--- config.mk ---
export PLATFORM = sky130hd
export DESIGN_NAME = tty_ctrl
export DESIGN_NICKNAME = d
export VERILOG_FILES = /design/src/rtl/tty_ctrl.sv
export SDC_FILE = /design/constraint.sdc
export NUM_CORES = 1
export LEC_CHECK = 0
export CAP_MARGIN = 30
export CORE_ASPECT_RATIO = 2
export CORE_MARGIN = 5
export CORE_UTILIZATION = 32
export CTS_CLUSTER_DIAMETER = 30
export DETAILED_ROUTE_END_ITERATION = 12
export PLACE_DENSITY = 0.62
export SYNTH_ARGS = -nofsm -noshare
export SYNTH_HDL_FRONTEND = slang
export SYNTH_SLANG_ARGS = --single-unit
--- constraint.sdc ---
create_clock -name clk_50mhz -period 7.4 [get_ports clk_50mhz]
set_clock_uncertainty 0.2 [all_clocks]
set_input_delay 2.22 -clock clk_50mhz [delete_from_list [all_inputs] [get_ports clk_50mhz]]
set_output_delay 2.22 -clock clk_50mhz [all_outputs]
set_load 0.1 [all_outputs]
--- src/rtl/tty_ctrl.sv ---
// tty_ctrl: CPU-bus terminal bridge with keyboard receive FIFO, status register and cursor-tracked video RAM writes.
// Optional macro TTY_ECHO_EN adds local echo of keystrokes to the screen through a one-entry pending register.
module tty_ctrl #(
  parameter int DATA_W = 32,
  parameter int FIFO_DEPTH = 16,
  parameter int COLS = 80,
  parameter int ROWS = 30,
  parameter int VADDR_W = 12
) (
  input  logic               clk_50mhz,
  input  logic               rst,
  input  logic               bus_addr,
  input  logic [DATA_W-1:0]  bus_wdata,
  output logic [DATA_W-1:0]  bus_rdata,
  input  logic               read,
  input  logic               write,
  input  logic [7:0]         kb_ascii,
  input  logic               kb_released,
  output logic               vm_write,
  output logic [VADDR_W-1:0] vm_addr,
  output logic [7:0]         vm_data,
  output logic               keypress
);
  localparam int AW = $clog2(FIFO_DEPTH);
  localparam int CW = $clog2(COLS);
  localparam int RW = $clog2(ROWS);
  localparam logic [CW-1:0] COL_MAX = CW'(COLS - 1);
  localparam logic [RW-1:0] ROW_MAX = RW'(ROWS - 1);

  logic [7:0] mem [FIFO_DEPTH];
  logic [AW-1:0] wr_ptr, rd_ptr;
  logic [AW:0] count;
  logic ovf, empty, full, pop, push_ok, ovf_set;
  logic [DATA_W-1:0] status;
  logic unused_wdata;

  assign unused_wdata = ^bus_wdata[DATA_W-1:8];
  assign empty = count == '0;
  assign full = count == (AW+1)'(FIFO_DEPTH);
  assign pop = read && !bus_addr && !empty;
  assign push_ok = kb_released && (!full || pop);
  assign ovf_set = kb_released && full && !pop;
  assign keypress = !empty;

  always_ff @(posedge clk_50mhz) begin
    if (rst) begin
      wr_ptr <= '0;
      rd_ptr <= '0;
      count <= '0;
      ovf <= 1'b0;
    end else begin
      wr_ptr <= push_ok ? wr_ptr + 1'b1 : wr_ptr;
      rd_ptr <= pop ? rd_ptr + 1'b1 : rd_ptr;
      count <= count + (AW+1)'(push_ok) - (AW+1)'(pop);
      ovf <= ovf_set || (ovf && !(read && bus_addr));
    end
  end

  always_ff @(posedge clk_50mhz)
    if (push_ok) mem[wr_ptr] <= kb_ascii;

  always_comb begin
    status = '0;
    status[15:8] = 8'(count);
    status[2:0] = {ovf, full, !empty};
    bus_rdata = !read ? '0 : bus_addr ? status : {{(DATA_W-8){1'b0}}, empty ? 8'h00 : mem[rd_ptr]};
  end

  logic cpu_wr, ch_v;
  logic [7:0] ch;
  assign cpu_wr = write && !bus_addr;

`ifdef TTY_ECHO_EN
  // A CPU write wins the cursor; a colliding keystroke waits one slot, newer keys replace it.
  logic pend_v;
  logic [7:0] pend;
  assign ch_v = cpu_wr || kb_released || pend_v;
  assign ch = cpu_wr ? bus_wdata[7:0] : kb_released ? kb_ascii : pend;

  always_ff @(posedge clk_50mhz) begin
    if (rst) begin
      pend_v <= 1'b0;
      pend <= 8'h00;
    end else begin
      pend_v <= cpu_wr ? (kb_released || pend_v) : 1'b0;
      pend <= (cpu_wr && kb_released) ? kb_ascii : pend;
    end
  end
`else
  assign ch_v = cpu_wr;
  assign ch = bus_wdata[7:0];
`endif

  logic [CW-1:0] col, col_n;
  logic [RW-1:0] row, row_n, row_inc;
  logic is_nl, is_bs, wr_n;
  logic [VADDR_W-1:0] addr_n;
  logic [7:0] data_n;

  assign is_nl = ch == 8'h0A || ch == 8'h0D;
  assign is_bs = ch == 8'h08;
  assign row_inc = row == ROW_MAX ? '0 : row + 1'b1;

  always_ff @(posedge clk_50mhz) begin
    if (rst) begin
      col <= '0;
      row <= '0;
      vm_write <= 1'b0;
      vm_addr <= '0;
      vm_data <= 8'h00;
    end else begin
      col <= col_n;
      row <= row_n;
      vm_write <= wr_n;
      vm_addr <= wr_n ? addr_n : vm_addr;
      vm_data <= wr_n ? data_n : vm_data;
    end
  end

  always_comb begin
    col_n = col;
    row_n = row;
    if (ch_v && is_nl) begin
      col_n = '0;
      row_n = row_inc;
    end else if (ch_v && is_bs) begin
      col_n = col == '0 ? col : col - 1'b1;
    end else if (ch_v) begin
      col_n = col == COL_MAX ? '0 : col + 1'b1;
      row_n = col == COL_MAX ? row_inc : row;
    end
  end

  // Backspace blanks the cell it moves onto, so its address uses the decremented column.
  always_comb begin
    wr_n = ch_v && !is_nl && !(is_bs && col == '0);
    data_n = is_bs ? 8'h20 : ch;
    addr_n = VADDR_W'(row) * VADDR_W'(COLS) + VADDR_W'(is_bs ? col - 1'b1 : col);
  end
endmodule

==> impl_metrics.ini, run 1 <==
[power_and_ir_drop]
max-vdd-ir-drop_uv = 156
cellLeakagePower_nw = 3.38
power_density_nw_per_um2 = 266

[yosys]
synth_edf_count = 128
ys.flop_type = edfxtp_1
async_flop_share = 0
ys_seq_area_frac = 0.588
yosysTopAreaCellShare = 0.465
synth_cell_type_count = 66
ys_seq_elements = 179
netlist_instances = 608
syn_area_per_cell_sq_um = 13.6
yosysWarnings = 0
syn_area_sq_um = 8270
synth_area_leaders = edfxtp_1 46%, dfxtp_1 12%, mux4_2 9.5%, ha_1 4.1%, nor2_1 2.9%
synth.largest_area_cell = edfxtp_1

[floorplanning]
start_util = 0.323
die_x_um = 124
core_area_sq_um = 25700
pin_count = 100
placementRows = 83
die-area_sq_um = 29400
die_h_um = 237

[clocking]
clk_latency_ns = 0.43
clock-root-buffer = clkbuf_16
cts_resized = 0
cts_buffers = 17
cts.sinks = 179
cts.htree.levels = 4
post_cts_buffers = 0
cts_tree = yes
clockBufferDepth = 2
path_clk_slew_ns = 0.06
hold_buffers = 0

[worst_setup_path]
cp_slowest_stage_delay_ns = 0.63
cp_data_arrival_time_ns = 4.17
worstPathMaxFanout = 10
critPathMostFrequentCell = nand2b_1
critPathLaunchType = input port
crit_path_end_kind = output pin
crit_slowest_cell = clkdlybuf4s50_1
worstPathCellList = clkdlybuf4s50_1 > nand2b_1 > nand2b_1 > a211oi_1 > buf_12
crit_required_ns = 4.98
path_buf_inv = 2
cp_top_family = buffers and inverters
critPathKind = input port to output pin

[detailed_routing]
avgViaCountPerCell = 4.91
vias = 5011
drt_pass1_iterations = 5
wirelength_um = 17800
wl_per_cell_um = 17.5
drtIter0Drc = 270
drtAntennaViolNets = 0
remaining_drc_errors = 0

[timing]
worst_pin_slew_ns = 1.02
final_max_slew_viol_count = 0
finalHoldViolations = 0
fin_tns_setup_ns = 0
rsz0062_at_grt = no
whs_ns = 0.274
setup_violations = 0
max_freq_mhz = 152
finalCritPeriodShare = 0.890
fin_crit_ns = 6.59
worst_slew_margin_rel = 0.317

[cells_and_area]
fill_cells = 2407
drive_above_1_share = 0.162
regArea_sq_um = 4870
syn_to_final_growth_pct = 18.9
nets = 745
multi_input_area_sq_um = 3130
layout_commonest_cell = edfxtp_1
mostFrequentLayoutCells = 128 x edfxtp_1, 64 x nor2_1, 50 x dfxtp_1

[global_routing]
grtUsageTotal = 0.124
grt_pass1_wl_um = 27400
grt_max_degree = 49
grt_pass1_vias = 5025
antenna_found_initial = 1
grt-ovfl-total = 0

[placed_design]
hpwl_um = 13100
gp_congestion = 0.816
numPortBuffers = 56

[run_status]
outcome = finished, final reports clean

[hold_path]
hold_path.class = flop to flop

[run]
drv_cap = 0
[routing by layer]
layer,vias up,global-route usage,share of wire
li1,2375,-,-
met1,2492,0.115,0.33
met2,126,0.251,0.62
met3,18,0.0271,0.036
met4,0,0.0467,0.015
met5,-,0,0
[cell type report]
type | instances | share of cell area
sequential | 179 | 0.494
multi-input combinational | 380 | 0.318
timing repair buffer | 71 | 0.0791
clock buffer | 18 | 0.0436
tap | 340 | 0.0432
clock inverter | 12 | 0.0134
inverter | 20 | 0.00763
antenna | 1 | 0.000254
[through the flow]
| stage | power (W) | setup WS (ns) | area (sq um) | std cells | utilization |
|---|---|---|---|---|---|
| floorplan | 0.00163 | 0.136 | 8340 | 626 | - |
| global placement | 0.00177 | 0.783 | 9150 | 983 | 0.357 |
| detailed placement | 0.00178 | 0.819 | 9260 | 989 | 0.361 |
| CTS | 0.00265 | 0.778 | 9820 | 1019 | 0.383 |
| global route | 0.00273 | 0.689 | 9840 | 1021 | 0.384 |
| finish | 0.00262 | 0.813 | 9840 | 1021 | 0.384 |
[state kept, by name (all words and copies together) (netlist names), named ones only]
| name | count |
|---|---|
| mem | 128 |
| row | 5 |
| vm_addr | 12 |
| col | 7 |
| ovf | 1 |
| vm_write | 1 |
| vm_data | 8 |
| rd_ptr | 4 |
| wr_ptr | 4 |
| count | 5 |
[path summary, 6_finish.rpt]
kind | startpoint | end | slack [ns] | cells past startpoint
max | read | bus_rdata[3] | 0.81 | 5
min | vm_data[3] | vm_data[3] | 0.27 | 2
max reg2reg | count[2] | count[4] | 3.78 | 14
min reg2reg | vm_data[3] | vm_data[3] | 0.27 | 2
[cell families (layout without fill, tap and decap cells)]
kind of cell | Yosys count | in the layout | share of synthesized area
adders and majority gates | 30 | 30 | 0.0481
DFF | 179 | 179 | 0.588
and+or+nand+nor | 160 | 160 | 0.0994
buffers and inverters | 67 | 121 | 0.0439
AOI/OAI and AO/OA | 94 | 94 | 0.0776
other | 1 | 20 | 0.000453
muxes | 54 | 54 | 0.118
xor gates and xnor gates | 23 | 23 | 0.0243
[cells in the mapped netlist, types with 5 or more instances]
cell type and instances:
o21ai_0 10, and3_1 9, clkbuf_1 13, a21oi_1 24, a211oi_1 24, dfxtp_1 51
nand2_1 22, nand3_1 10, xnor2_1 14, nand2b_1 7, a21o_1 5, edfxtp_1 128
buf_4 23, xor2_1 9, nor2_1 64, ha_1 27, buf_2 8, mux2i_1 18
nor3_1 11, nor2b_1 12, mux4_2 35, inv_1 20
[tightest hold or removal path: cells and delay by family (launching register included)]
| family | cells | cell delay, ns |
|---|---|---|
| AOI/OAI and AO/OA | 1 | 0.05 |
| DFF | 1 | 0.31 |
| and+or+nand+nor | 1 | 0.07 |
[where the power goes]
group | total (W) | switching (W) | internal [W]
registers | 0.00116 | 0.0000406 | 0.00112
clock network | 0.000874 | 0.000379 | 0.000495
logic | 0.000592 | 0.000379 | 0.000212
Power figures use the tool's default switching activity.
==> run 2, diff against run 1 <==
- ABC_CLOCK_PERIOD_IN_PS: default -> 7400
==> results of run 2 <==
Final layout, timing and power as in run 1 (identical DEF).
==> run 3, diff against run 2 <==
- CAP_MARGIN: 30 -> default
- SETUP_SLACK_MARGIN: default -> 0.5
- SLEW_MARGIN: default -> 20
==> run 3 against run 2 <==
  * Via count grew 0.38%
  * Register-to-register slack lost 0.02 ns
  * Critical path depth is the same
  * Sequential cell count is the same
  * Largest cell class unchanged
  * Highest routed layer unchanged
==> impl_metrics.ini, run 3 (same netlist as run 1, synthesis figures left out) <==
[run_status]
outcome = finished, final reports clean

[run]
drv_cap = 0

[cells_and_area]
nets = 738
layoutNonFillerInstCount = 1015
reg_top3 = mem x128, vm_addr x12, vm_data x8
syn_to_final_growth_pct = 17.5
regMostFlops = mem
layout_commonest_cell = edfxtp_1
mostFrequentLayoutCells = 128 x edfxtp_1, 64 x nor2_1, 50 x dfxtp_1
multi_input_area_sq_um = 3130
largest_reg_flops = 128
fill_cells = 2420
regArea_sq_um = 4870
drive_above_1_share = 0.156

[detailed_routing]
drt_pass1_iterations = 4
wl_per_cell_um = 17.5
drtAntennaViolNets = 0
drtIter0Drc = 339
vias = 5030
remaining_drc_errors = 0
avgViaCountPerCell = 4.96
wirelength_um = 17700

[clocking]
clockBufferDepth = 2
cts_resized = 0
post_cts_buffers = 0
cts.htree.levels = 4
path_clk_slew_ns = 0.07
clk_latency_ns = 0.44
cts_buffers = 17
clock-root-buffer = clkbuf_16
cts.sinks = 179
hold_buffers = 0
cts_tree = yes

[hold_path]
hold_path.class = flop to flop

[global_routing]
grt_pass1_vias = 5077
antenna_found_initial = 1
grtUsageTotal = 0.125
grt_pass1_wl_um = 27400
grt-ovfl-total = 0
grt_max_degree = 49

[timing]
worst_pin_slew_ns = 1.05
worst_slew_margin_rel = 0.296
final_max_slew_viol_count = 0
fin_tns_setup_ns = 0
setup_violations = 0
max_freq_mhz = 151
finalHoldViolations = 0
finalCritPeriodShare = 0.897
fin_crit_ns = 6.64
rsz0062_at_grt = no

[power_and_ir_drop]
max-vdd-ir-drop_uv = 164
intPower_w = 0.00180
swShare = 0.315
pwr-share-clk = 0.336
cellLeakagePower_nw = 3.32
power_switching_w = 0.000827
seq_power_share = 0.441
power_frac_comb = 0.223
power_density_nw_per_um2 = 270

[placed_design]
placed_cells = 983
gp_congestion = 0.816
hpwl_um = 13100
numPortBuffers = 56

[worst_setup_path]
critPathKind = input port to output pin
critPathLaunchType = input port
worstPathMaxFanout = 10
cp_data_arrival_time_ns = 4.22
crit_path_end_kind = output pin
crit_required_ns = 4.98

[floorplanning]
die-area_sq_um = 29400
die_h_um = 237
pin_count = 100
die_x_um = 124
core_area_sq_um = 25700
start_util = 0.323
placementRows = 83
-- run 3: changes by cell type in the layout (fill, tap and decap cells not counted) --
cell	previous run	this run
clkinv_2	2	0
buf_4	18	16
buf_8	1	0
clkinv_1	1	0
buf_12	6	5
clkinv_8	0	1
inv_8	0	3
buf_16	3	0
bufinv_16	2	1
clkinvlp_4	3	4
-- run 3: power by group through the flow --
stage / clock network (W) / logic, W / registers [W]
global route: 0.000952 / 0.000629 / 0.00116
floorplan: 0 / 0.000441 / 0.00119
CTS: 0.000906 / 0.000595 / 0.00116
global placement: 0 / 0.000586 / 0.00118
detailed placement: 0 / 0.000594 / 0.00118
finish: 0.000883 / 0.000587 / 0.00116
-- run 3: worst paths after layout --
| check | start | end | slack (ns) | cells past startpoint |
|---|---|---|---|---|
| max | read | bus_rdata[3] | 0.76 | 5 |
| min reg2reg | vm_data[3] | vm_data[3] | 0.27 | 2 |
| min | vm_data[3] | vm_data[3] | 0.27 | 2 |
| max reg2reg | count[2] | count[4] | 3.76 | 14 |
-- run 3: per-stage QoR --
stage                     setup slack (ns)  power, W  area [sq um]  hold WS (ns)  utilization
after floorplan                      0.136   0.00163          8340         0.268            -
after global placement               0.783   0.00177          9150         0.256        0.357
after detailed placement             0.787   0.00177          9150         0.266        0.357
after CTS                            0.759   0.00266          9720         0.276        0.379
after global routing                 0.717   0.00275          9720         0.319        0.379
final                                0.765   0.00263          9720         0.269        0.379
-- run 3: routing by layer --
layer | GRT usage | wire length (um) | share of wire
met1 | 0.115 | 5830 | 0.33
met2 | 0.247 | 10700 | 0.60
met3 | 0.0248 | 684 | 0.039
met4 | 0.0639 | 519 | 0.029
met5 | 0 | 0 | 0
-- run 3: area by class of cell --
type,instances,area share
Antenna cell,1,0.000257
Sequential cell,179,0.501
Tap cell,340,0.0438
Multi-Input combinational cell,380,0.322
Clock buffer,18,0.0441
Timing Repair Buffer,64,0.0664
Clock inverter,13,0.0149
Inverter,20,0.00772
-- run 3: worst max-delay path, cell delays in order --
cell	delay, ns
clkdlybuf4s50_1	0.63
nand2b_1	0.11
nand2b_1	0.39
a211oi_1	0.61
buf_12	0.25
